$ cat config.mk
export PLATFORM = sky130hd
export DESIGN_NAME = i2s_dac_serializer
export DESIGN_NICKNAME = d
export VERILOG_FILES = /design/src/rtl/audio_pkg.sv /design/src/rtl/i2s_clk_gen.sv /design/src/rtl/i2s_dac_serializer.sv
export SDC_FILE = /design/constraint.sdc
export NUM_CORES = 1
export LEC_CHECK = 0
export CELL_PAD_IN_SITES_DETAIL_PLACEMENT = 1
export CELL_PAD_IN_SITES_GLOBAL_PLACEMENT = 1
export CORE_MARGIN = 10
export CORE_UTILIZATION = 46
export CTS_BUF_LIST = sky130_fd_sc_hd__clkbuf_4 sky130_fd_sc_hd__clkbuf_8 sky130_fd_sc_hd__clkbuf_16
export DETAILED_ROUTE_END_ITERATION = 10
export GPL_TIMING_DRIVEN = 0
export PLACE_DENSITY_LB_ADDON = 0.1
export SLEW_MARGIN = 20
export SYNTH_ARGS = -nofsm -noshare
export SYNTH_HDL_FRONTEND = slang
export SYNTH_SLANG_ARGS = --single-unit
export TNS_END_PERCENT = 30
$ cat constraint.sdc
create_clock -name CLK -period 3.48 [get_ports CLK]
set_clock_uncertainty 0.2 [all_clocks]
set_input_delay 0.87 -clock CLK [delete_from_list [all_inputs] [get_ports CLK]]
set_output_delay 0.87 -clock CLK [all_outputs]
set_load 0.1 [all_outputs]
$ cat src/rtl/audio_pkg.sv
// Shared audio definitions for the pedal-board signal chain (tremolo, I2S DAC
// serializer, future ADC deserializer).
//   SAMPLE_W      bits per audio sample, two's complement
//   sample_t      signed sample type
//   DEF_SLOT_W    default BCLK periods per I2S channel slot
//   DEF_CLK_DIV   default system clocks per BCLK half-period
package audio_pkg;

   localparam int SAMPLE_W    = 16;
   localparam int DEF_SLOT_W  = 32;
   localparam int DEF_CLK_DIV = 16;

   typedef logic signed [SAMPLE_W-1:0] sample_t;

endpackage

$ cat src/rtl/i2s_clk_gen.sv
// I2S bit-clock generator. Divides the system clock down to BCLK and flags the
// system-clock cycle whose closing edge takes BCLK from 1 to 0.
//   clk       system clock
//   rst_n     asynchronous active-low reset
//   bclk      registered bit clock, CLK_DIV clk cycles per half-period
//   fall_evt  high in the cycle whose closing clk edge drives bclk 1->0
module i2s_clk_gen #(
   parameter int CLK_DIV = 16
) (
   input  logic clk,
   input  logic rst_n,
   output logic bclk,
   output logic fall_evt
);

   localparam int DIV_W = (CLK_DIV > 1) ? $clog2(CLK_DIV) : 1;

   logic [DIV_W-1:0] div_cnt;
   logic             wrap;

   assign wrap     = (div_cnt == DIV_W'(CLK_DIV - 1));
   assign fall_evt = wrap & bclk;

   always_ff @(posedge clk or negedge rst_n) begin
      if (!rst_n) begin
         div_cnt <= '0;
         bclk    <= 1'b0;
      end else if (wrap) begin
         div_cnt <= '0;
         bclk    <= ~bclk;
      end else begin
         div_cnt <= div_cnt + 1'b1;
      end
   end

endmodule

$ cat src/rtl/i2s_dac_serializer.sv
// Master-mode I2S serializer feeding the codec DAC. One mono sample is latched
// per frame and sent MSB first in both the left and right slots, with the
// standard one-BCLK delay after each word-select transition. Remaining slot
// bits are driven 0.
//   CLK          system clock
//   RESET        asynchronous active-low reset
//   Signal_in    sample from the effect chain, captured at frame start
//   sample_req   one-CLK pulse in the cycle after Signal_in was latched
//   AUD_BCLK     I2S bit clock
//   AUD_DACLRCK  word select, 0 = left slot, 1 = right slot
//   AUD_DACDAT   serial data, changes only when BCLK falls
module i2s_dac_serializer
   import audio_pkg::*;
#(
   parameter int SAMPLE_W = audio_pkg::SAMPLE_W,
   parameter int SLOT_W   = DEF_SLOT_W,
   parameter int CLK_DIV  = DEF_CLK_DIV
) (
   input  logic                       CLK,
   input  logic                       RESET,
   input  logic signed [SAMPLE_W-1:0] Signal_in,
   output logic                       sample_req,
   output logic                       AUD_BCLK,
   output logic                       AUD_DACLRCK,
   output logic                       AUD_DACDAT
);

   localparam int FRAME_BITS = 2 * SLOT_W;
   localparam int BIT_W      = $clog2(FRAME_BITS);
   localparam int IDX_W      = (SAMPLE_W > 1) ? $clog2(SAMPLE_W) : 1;

   if (SAMPLE_W > SLOT_W - 1) begin : g_bad_sample_w
      $error("i2s_dac_serializer: SAMPLE_W must be <= SLOT_W-1");
   end
   if (CLK_DIV < 2) begin : g_bad_clk_div
      $error("i2s_dac_serializer: CLK_DIV must be >= 2");
   end

   logic                       bclk;
   logic                       fall_evt;
   logic [BIT_W-1:0]           bit_cnt;
   logic [BIT_W-1:0]           bit_nxt;
   logic [BIT_W-1:0]           pos_nxt;
   logic [IDX_W-1:0]           idx;
   logic                       frame_wrap;
   logic                       lrck_nxt;
   logic                       data_nxt;
   logic signed [SAMPLE_W-1:0] sample_q;

   i2s_clk_gen #(
      .CLK_DIV (CLK_DIV)
   ) u_clk_gen (
      .clk      (CLK),
      .rst_n    (RESET),
      .bclk     (bclk),
      .fall_evt (fall_evt)
   );

   assign AUD_BCLK = bclk;

   // Everything below looks one bit ahead: the values are those the outputs
   // take at the coming fall event, so data lags word select by one BCLK.
   always_comb begin
      frame_wrap = (bit_cnt == BIT_W'(FRAME_BITS - 1));
      bit_nxt    = frame_wrap ? '0 : bit_cnt + 1'b1;
      lrck_nxt   = (bit_nxt >= BIT_W'(SLOT_W));
      pos_nxt    = lrck_nxt ? bit_nxt - BIT_W'(SLOT_W) : bit_nxt;
      idx        = IDX_W'(BIT_W'(SAMPLE_W) - pos_nxt);
      data_nxt   = 1'b0;
      if (pos_nxt != '0 && pos_nxt <= BIT_W'(SAMPLE_W)) begin
         data_nxt = sample_q[idx];
      end
   end

   // At the frame wrap the next slot position is 0, so data_nxt never reads
   // sample_q in the same cycle it is reloaded.
   always_ff @(posedge CLK or negedge RESET) begin
      if (!RESET) begin
         bit_cnt     <= '0;
         AUD_DACLRCK <= 1'b0;
         AUD_DACDAT  <= 1'b0;
         sample_req  <= 1'b0;
         sample_q    <= '0;
      end else begin
         sample_req <= 1'b0;
         if (fall_evt) begin
            bit_cnt     <= bit_nxt;
            AUD_DACLRCK <= lrck_nxt;
            AUD_DACDAT  <= data_nxt;
            if (frame_wrap) begin
               sample_q   <= Signal_in;
               sample_req <= 1'b1;
            end
         end
      end
   end

endmodule
==> results of run 1 <==
==> layer usage <==
layer  up-vias  part of all wire  global-route usage
met5         -                 0                   0
met4         0             0.015              0.0438
met3        10             0.043              0.0403
met2        22              0.52               0.202
met1       536              0.42               0.124
li1        505                 -                   -
==> final timing paths <==
check | from | cells after the start | to
min in group asynchronous | RESET | 1 | u_clk_gen.div_cnt[1]$_DFF_PN0_
hold reg to reg | u_clk_gen.div_cnt[0]$_DFF_PN0_ | 1 | u_clk_gen.div_cnt[0]$_DFF_PN0_
max in group asynchronous | RESET | 1 | sample_q[7]$_DFFE_PN0P_
setup / recovery | u_clk_gen.bclk$_DFFE_PN0N_ | 1 | AUD_BCLK
setup reg to reg | bit_cnt[1]$_DFFE_PN0P_ | 7 | AUD_DACDAT$_DFFE_PN0P_
hold / removal | u_clk_gen.div_cnt[0]$_DFF_PN0_ | 1 | u_clk_gen.div_cnt[0]$_DFF_PN0_
==> Yosys cell counts, drive strengths merged (2+ instances only) <==
cell / instances / share of area
nor2: 5 / 0.012
buf: 4 / 0.023
mux4: 3 / 0.050
nand4: 2 / 0.0083
nand3: 4 / 0.022
xor2: 4 / 0.023
inv: 5 / 0.012
or3: 2 / 0.0083
ha: 2 / 0.017
mux2: 17 / 0.13
nor3: 2 / 0.014
o31ai: 2 / 0.0099
dfrtp: 30 / 0.50
a21oi: 5 / 0.017
nand2: 6 / 0.015
mux2i: 3 / 0.020
xnor2: 2 / 0.012
o21ai: 8 / 0.026
and2: 2 / 0.0083
==> worst reg2reg max path, cell delays in order (launching register included) <==
cell      delay [ps]
dfrtp_1          450
ha_1             310
buf_6            140
mux4_2           500
a22o_1           200
a211oi_2         130
nor3b_2          180
nor3_1            70
==> report_power, final <==
part | total (mW) | switching, mW | internal (mW)
combinational | 0.0249 | 0.00894 | 0.0160
clock | 0.223 | 0.117 | 0.106
sequential | 0.348 | 0 | 0.348
total | 0.596 | 0.126 | 0.470
==> metrics by stage <==
stage,instances,util
after global placement,187,0.573
final,195,0.592
after detailed placement,187,0.571
after global routing,195,0.592
after CTS,195,0.592
after floorplan,122,-
==> logic make-up after synthesis <==
family                   after synthesis  synth area share
flip-flops                            30             0.496
AND/OR/NAND/NOR                       26             0.106
adder cells (fa/ha/maj)                2            0.0165
multiplexers                          23             0.196
XOR/XNOR                               6            0.0347
buffers and inverters                 10            0.0389
AO/OA/AOI/OAI                         25             0.112
==> flip-flops by register name, indices dropped and copies added, names as in the netlist <==
name and count:
sample_q 16, bit_cnt 6, u_clk_gen.div_cnt 4, AUD_DACDAT 1
AUD_DACLRCK 1, sample_req 1, u_clk_gen.bclk 1
==> layout make-up <==
type                       count  area [sq um]  share of cell area
multi-input combinational     82           703               0.383
clock buffer                   7          58.8              0.0320
tap                           44          55.1              0.0300
clock inverter                 1          5.00             0.00272
timing repair buffer          21           205               0.112
inverter                       5          18.8              0.0102
sequential                    30           751               0.409
buffer                         5          40.0              0.0218
==> impl_metrics.json, run 1 <==
{
  "maxSlewViolCount": 0,
  "placedInstanceArea_sq_um": 1770,
  "drt_iter0_drcs": 49,
  "worst_path_largest_cell_delay_ps": 1160,
  "layout-drive-gt1-share": 0.245,
  "required_time_of_the_critical_path_ps": 2410,
  "cellLeakagePower_nw": 0.867,
  "wire_length_of_the_first_global_routing_pass_um": 5620,
  "gp_congestion": 0.787,
  "clock.fmax_mhz": 336,
  "drcViolationCount": 0,
  "die_h_um": 77.3,
  "r2r_setup_slack_ps": 1190,
  "clock_latency_ps": 320,
  "syn-cell-area_sq_um": 1510,
  "syn_area_per_cell_sq_um": 12.4,
  "worst_min_path_class": "register to register",
  "yosys.cell_types.count": 38,
  "ys_async_sr_fraction": 1.00,
  "worst_slew_pin_slew_ps": 971,
  "cts_sinks": 30,
  "fillers": 344,
  "critPathBufInv": 1,
  "timing.slew.headroom": 0.351,
  "timing.critical_path.arrival_ps": 1910,
  "yosys_register_bits": 30,
  "ctsHtreeMaxLevel": 2,
  "rows": 20,
  "drt_wl_total_um": 3260,
  "cts_tree": "yes",
  "grt_antenna_before_repair": 0,
  "cp-start-kind": "register",
  "irDropWorstVdd_mv": 0.191,
  "layout_setup_ws_ps": 504,
  "synth_flop_cell": "dfrtp_1",
  "most-common-layout-cells": "dfrtp_1, clkdlybuf4s50_1, mux2_2",
  "whs_ps": 286,
  "synth.net_count": 142,
  "power_density_nw_per_um2": 324,
  "post-dp-hpwl_um": 2490,
  "setup_viol": 0,
  "synth_enable_flop_cells": 0,
  "fin_setup_tns_ps": 0,
  "vias": 1073,
  "ant_nets": 0,
  "worst-setup-path-type": "register to primary output",
  "part_of_the_yosys_area_used_for_sequential_elements": 0.496,
  "final_total_pwr_uw": 596,
  "top_level_ports": 22,
  "placeableCoreArea_sq_um": 3100,
  "worstPathCellList": "clkdlybuf4s50_1",
  "initial_core_util": 0.488,
  "post-cts-setup-buffers": 0,
  "end_kind": "primary output",
  "syn_inst": 122,
  "tritoncts.num_buffers": 5,
  "final_cell_area_sq_um": 1840,
  "pre_cts_slack_ps": 843,
  "grt_use_total": 0.115,
  "cp_top_family": "buffers and inverters",
  "count_of_antenna_diodes_in_the_layout": 0,
  "number_of_global_route_vias_before_repair": 1213,
  "maximum_number_of_pins_on_one_net_before_global_route_repair": 31,
  "dr.pass1.iters": 4,
  "final_min_period_over_clock_period": 0.855,
  "syn2layout_area_growth_pct": 21.4,
  "grt_setup_unrepaired": "false",
  "avgRoutedWirePerCell_um": 16.7,
  "clockBufferDepth": 2,
  "grt-ovfl-total": 0,
  "max_cap_viols": 0,
  "hold_viol_final": 0,
  "clock-root-buffer": "clkbuf_4",
  "postCtsHoldBufs": 0,
  "place.port_buffers": 21,
  "worst-path-max-fanout": 4,
  "layout.cells.most_common": "dfrtp_1",
  "nets": 170,
  "ys.warnings.count": 0,
  "die-width_um": 77.3,
  "cts.repair.resized": 0,
  "run_status": "finished, final reports clean",
  "layout_min_cycle_time_ps": 2980,
  "die-area_sq_um": 5980,
  "clkTransAtPathRegs_ps": 90,
  "cpMaxStageDelayCell": "clkdlybuf4s50_1",
  "drt-vias-per-instance": 5.50
}
(Power assumes the default switching activity.)
==> run 2: changes to the inputs <==
GPL_TIMING_DRIVEN = unset   (was 0)
SETUP_SLACK_MARGIN = 0.1   (was unset)
==> run 2 against run 1 <==
Against the previous run: sequential power barely moved; cell count fell by 2.6%; first-iteration DRC count fell by 27%; power fell by 2.4%; maximum frequency rose by 11%; combinational power rose by 5%; via count fell by 4.1%; die area did not move; critical path type is now register to register; critical endpoint is now sample_q[15]$_DFFE_PN0P_; largest cell class unchanged.
==> impl_metrics.json, run 2 (synthesis gave the netlist of run 1 again) <==
{
  "top_regs": "sample_q: 16 flops, bit_cnt: 6 flops, u_clk_gen.div_cnt: 4 flops",
  "cts_tree": "yes",
  "die-width_um": 77.3,
  "grt-ovfl-total": 0,
  "cellLeakagePower_nw": 0.848,
  "post-dp-hpwl_um": 2540,
  "count_of_antenna_diodes_in_the_layout": 0,
  "clkPwrFrac": 0.356,
  "ctsHtreeMaxLevel": 2,
  "worst-path-max-fanout": 17,
  "drt_iter0_drcs": 36,
  "maximum_number_of_pins_on_one_net_before_global_route_repair": 31,
  "timing.slew.headroom": 0.471,
  "rows": 20,
  "power_density_nw_per_um2": 325,
  "switchingPower_uw": 125,
  "cp-start-kind": "register",
  "cp_top_family": "simple AND/OR/NAND/NOR gates",
  "drt_wl_total_um": 3430,
  "most-common-layout-cells": "dfrtp_1, mux2_2, clkdlybuf4s50_1",
  "max_cap_viols": 0,
  "initial_core_util": 0.488,
  "hold_viol_final": 0,
  "drt-vias-per-instance": 5.42,
  "worstPathCellList": "ha_1 > nand4_1 > nor3_4 > mux2_2",
  "vias": 1029,
  "layout.cells.most_common": "dfrtp_1",
  "worst-setup-path-type": "register to register",
  "grt_antenna_before_repair": 0,
  "die_h_um": 77.3,
  "postCtsHoldBufs": 0,
  "number_of_global_route_vias_before_repair": 1199,
  "sw_frac_of_total": 0.214,
  "clock-root-buffer": "clkbuf_4",
  "wire_length_of_the_first_global_routing_pass_um": 6020,
  "setup_viol": 0,
  "gp_congestion": 0.828,
  "regMostFlops": "sample_q",
  "worst_slew_pin_slew_ps": 791,
  "ant_nets": 0,
  "drcViolationCount": 0,
  "place.port_buffers": 21,
  "layout_min_cycle_time_ps": 2690,
  "dr.pass1.iters": 4,
  "internal_power_uw": 457,
  "avgRoutedWirePerCell_um": 18.1,
  "clock.fmax_mhz": 372,
  "syn2layout_area_growth_pct": 18.2,
  "grt_setup_unrepaired": "false",
  "die-area_sq_um": 5980,
  "r2r_setup_slack_ps": 790,
  "nets": 166,
  "fin_setup_tns_ps": 0,
  "top_level_ports": 22,
  "clockBufferDepth": 2,
  "power_frac_comb": 0.045,
  "end_kind": "register",
  "number_of_flip_flops_under_the_largest_register_name": 16,
  "fillers": 347,
  "tritoncts.num_buffers": 5,
  "irDropWorstVdd_mv": 0.193,
  "clkTransAtPathRegs_ps": 100,
  "grt_use_total": 0.124,
  "clock_latency_ps": 340,
  "finish.utilization": 0.576,
  "placeableCoreArea_sq_um": 3100,
  "post-cts-setup-buffers": 0,
  "timing.critical_path.arrival_ps": 2710,
  "p_seq_frac": 0.599,
  "critPathBufInv": 0,
  "required_time_of_the_critical_path_ps": 3500,
  "worst_path_largest_cell_delay_ps": 830,
  "layout-drive-gt1-share": 0.240,
  "worst_min_path_class": "register to register",
  "cts.repair.resized": 0,
  "maxSlewViolCount": 0,
  "cpMaxStageDelayCell": "nor3_4",
  "whs_ps": 289,
  "run_status": "finished, final reports clean",
  "cts_sinks": 30,
  "final_min_period_over_clock_period": 0.772
}
run 2: worst register-to-register path, stage by stage, from the launching register on:
cell	delay [ps]
dfrtp_1	390
ha_1	270
nand4_1	470
nor3_4	830
mux2_2	420
run 2: routing by layer:
layer,global-route usage,vias up,part of all wire
met5,0,-,0
met4,0.0383,0,0.012
met3,0.0461,6,0.045
met2,0.213,18,0.51
met1,0.140,511,0.43
li1,-,494,-
run 2: final cells by class:
| class | count | area, sq um | area share |
|---|---|---|---|
| inverter | 5 | 18.8 | 0.0105 |
| tap | 44 | 55.1 | 0.0308 |
| timing repair buffer | 22 | 208 | 0.116 |
| sequential | 30 | 751 | 0.420 |
| clock buffer | 7 | 52.6 | 0.0294 |
| multi-input combinational | 82 | 703 | 0.393 |
run 2: final timing paths:
| path | from | to | cells after the start |
|---|---|---|---|
| setup / recovery | u_clk_gen.div_cnt[0]$_DFF_PN0_ | sample_q[15]$_DFFE_PN0P_ | 4 |
| hold / removal | AUD_DACLRCK$_DFFE_PN0P_ | AUD_DACLRCK$_DFFE_PN0P_ | 2 |
| setup reg to reg | u_clk_gen.div_cnt[0]$_DFF_PN0_ | sample_q[15]$_DFFE_PN0P_ | 4 |
| hold reg to reg | AUD_DACLRCK$_DFFE_PN0P_ | AUD_DACLRCK$_DFFE_PN0P_ | 2 |
| max in group asynchronous | RESET | AUD_DACDAT$_DFFE_PN0P_ | 2 |
| min in group asynchronous | RESET | u_clk_gen.div_cnt[2]$_DFF_PN0_ | 2 |
run 2: power groups by stage:
stage	clock (mW)	combinational, mW	sequential, mW
floorplan	0	0.000152	0.355
global placement	0	0.0259	0.355
detailed placement	0	0.0269	0.355
CTS	0.216	0.0271	0.348
global route	0.234	0.0292	0.348
finish	0.207	0.0262	0.348
run 2: per-stage QoR:
step | power, mW | std cells | area [sq um] | setup WS, ps
2_1_floorplan | 0.355 | 122 | 1510 | 1040
3_3_place_gp | 0.381 | 183 | 1740 | 900
3_5_place_dp | 0.382 | 183 | 1740 | 798
4_1_cts | 0.592 | 190 | 1790 | 790
5_1_grt | 0.611 | 190 | 1790 | 611
6_report | 0.582 | 190 | 1790 | 794
==> run 3: changes to the inputs <==
CORE_UTILIZATION = 39   (was 46)
clock period = 2.3 ns   (was 3.48 ns; I/O delays follow)
==> run 3 against run 2 <==
Against the previous run: clock-buffer cell count fell by 1; combinational power rose by 52%; largest cell class unchanged; sequential power rose by 52%; non-clock buffer count rose by 7; first-iteration DRC count fell by 28%; critical endpoint is now AUD_DACDAT$_DFFE_PN0P_; worst hold slack got worse by 1.1 ps; via count rose by 3.2%.
==> impl_metrics.json, run 3 (synthesis gave the netlist of run 1 again) <==
{
  "layout_min_cycle_time_ps": 2070,
  "drt_iter0_drcs": 26,
  "timing.reg2reg.worst_path_depth": 6,
  "count_of_antenna_diodes_in_the_layout": 0,
  "clockBufferDepth": 2,
  "drt_wl_total_um": 3380,
  "run_status": "finished, final reports clean",
  "irDropWorstVdd_mv": 0.373,
  "nets": 173,
  "grt_use_total": 0.109,
  "placeableCoreArea_sq_um": 3720,
  "whs_ps": 288,
  "ant_nets": 0,
  "clock-root-buffer": "clkbuf_8",
  "clock.fmax_mhz": 483,
  "hold_viol_final": 0,
  "die_h_um": 82.3,
  "cp-start-kind": "register",
  "post-cts-setup-buffers": 0,
  "final_min_period_over_clock_period": 0.900,
  "top_level_ports": 22,
  "p_seq_frac": 0.539,
  "dr.pass1.iters": 4,
  "reg2reg_to": "AUD_DACDAT$_DFFE_PN0P_",
  "place.port_buffers": 21,
  "gp_congestion": 0.781,
  "clkPwrFrac": 0.420,
  "number_of_global_route_vias_before_repair": 1158,
  "finish.utilization": 0.520,
  "syn2layout_area_growth_pct": 27.6,
  "worst-path-max-fanout": 3,
  "min_delay_path_depth": 1,
  "fillers": 421,
  "regMostFlops": "sample_q",
  "worstHoldEndpoint": "u_clk_gen.div_cnt[0]$_DFF_PN0_",
  "fin_cells": 202,
  "startpoint_of_the_lowest_slack_hold_path": "u_clk_gen.div_cnt[0]$_DFF_PN0_",
  "grt-ovfl-total": 0,
  "top_regs": "sample_q: 16 flops, bit_cnt: 6 flops, u_clk_gen.div_cnt: 4 flops",
  "internal_power_uw": 775,
  "worst-setup-path-type": "register to register",
  "timing.critical_path.arrival_ps": 2040,
  "drt-vias-per-instance": 5.26,
  "grt_setup_unrepaired": "false",
  "maximum_number_of_pins_on_one_net_before_global_route_repair": 31,
  "postCtsHoldBufs": 0,
  "die-width_um": 82.3,
  "post-dp-hpwl_um": 2560,
  "ctsHtreeMaxLevel": 2,
  "critical_path.reg2reg.startpoint": "bit_cnt[0]$_DFFE_PN0P_",
  "maxSlewViolCount": 0,
  "power_density_nw_per_um2": 507,
  "setup_viol": 0,
  "pre_cts_slack_ps": 178,
  "timing.slew.headroom": 0.674,
  "vias": 1062,
  "worst_min_path_class": "register to register",
  "multi_input_area_sq_um": 716,
  "drcViolationCount": 0,
  "power_frac_comb": 0.041,
  "layout-drive-gt1-share": 0.292,
  "grt_antenna_before_repair": 0,
  "worst_slew_pin_slew_ps": 487,
  "cts_sinks": 30,
  "r2r_setup_slack_ps": 230,
  "post-place-cells": 194,
  "die-area_sq_um": 6770,
  "max_cap_viols": 0,
  "cts_tree": "yes",
  "initial_core_util": 0.407,
  "switchingPower_uw": 204,
  "number_of_flip_flops_under_the_largest_register_name": 16,
  "required_time_of_the_critical_path_ps": 2270,
  "most-common-layout-cells": "dfrtp_1, mux2_2, clkdlybuf4s50_1",
  "clkTransAtPathRegs_ps": 60,
  "seq_area_sq_um": 752,
  "cellLeakagePower_nw": 0.909,
  "layout_setup_ws_ps": 230,
  "rows": 22,
  "tritoncts.num_buffers": 5,
  "wire_length_of_the_first_global_routing_pass_um": 5630,
  "end_kind": "register",
  "avgRoutedWirePerCell_um": 16.7,
  "sw_frac_of_total": 0.208,
  "layout.cells.most_common": "dfrtp_1",
  "fin_setup_tns_ps": 0,
  "clock_latency_ps": 280
}
## run 3: cell types whose count changed in the layout (fill, tap and decap cells not counted)
cell,change
buf_12,+3
clkbuf_8,+5
clkinv_2,+2
ha_4,+1
dfrtp_1,-1
clkbuf_4,-6
ha_1,-1
buf_4,+4
dfrtp_2,+1
## run 3: metrics by stage
stage	total power, mW	instance area (sq um)
floorplan	0.538	1510
global placement	0.577	1830
detailed placement	0.579	1830
CTS	0.998	1920
global route	1.02	1930
finish	0.979	1930
## run 3: repair_timing
action,4_1_cts,5_1_grt
endpoints found under the setup margin,0,1
gates resized for setup,0,1
hold endpoints to repair,0,0
## run 3: per-layer routing
layer / global-route usage / share of wire / up-vias
met5: 0 / 0 / -
met4: 0.0561 / 0.014 / 0
met3: 0.0410 / 0.049 / 4
met2: 0.161 / 0.48 / 16
met1: 0.135 / 0.45 / 534
li1: - / - / 508
## run 3: area by class of cell
cell class | instances | share of cell area
tap | 48 | 0.0311
inverter | 5 | 0.00972
timing repair buffer | 29 | 0.154
multi-input combinational | 82 | 0.371
clock inverter | 2 | 0.00518
clock buffer | 6 | 0.0395
sequential | 30 | 0.390
## run 3: power groups by stage
stage / Clock, mW / Combinational, mW / Sequential [mW]
final: 0.411 / 0.0398 / 0.528
after CTS: 0.429 / 0.0413 / 0.528
after global routing: 0.449 / 0.0440 / 0.527
after floorplan: 0 / 0.000230 / 0.538
after global placement: 0 / 0.0395 / 0.537
after detailed placement: 0 / 0.0414 / 0.537
## run 3: worst max path at each step
| stage | from | endpoint | slack (ps) | depth (start not counted) |
|---|---|---|---|---|
| 6_report | bit_cnt[0]$_DFFE_PN0P_ | AUD_DACDAT$_DFFE_PN0P_ | 230 | 6 |
| 4_1_cts | bit_cnt[0]$_DFFE_PN0P_ | AUD_DACDAT$_DFFE_PN0P_ | 160 | 6 |
| 3_5_place_dp | bit_cnt[0]$_DFFE_PN0P_ | AUD_DACDAT$_DFFE_PN0P_ | 180 | 6 |
| 3_3_place_gp | bit_cnt[0]$_DFFE_PN0P_ | AUD_DACDAT$_DFFE_PN0P_ | 210 | 6 |
| 5_1_grt | u_clk_gen.div_cnt[0]$_DFF_PN0_ | AUD_DACDAT$_DFFE_PN0P_ | 110 | 7 |
| 2_1_floorplan | bit_cnt[1]$_DFFE_PN0P_ | AUD_DACDAT$_DFFE_PN0P_ | 150 | 7 |
## run 3: critical path, cell delays in order (launching register included)
cell      delay (ps)
dfrtp_1          410
ha_4             290
mux4_2           480
a22o_1           200
a211oi_2         140
nor3b_2          180
nor3_1            70
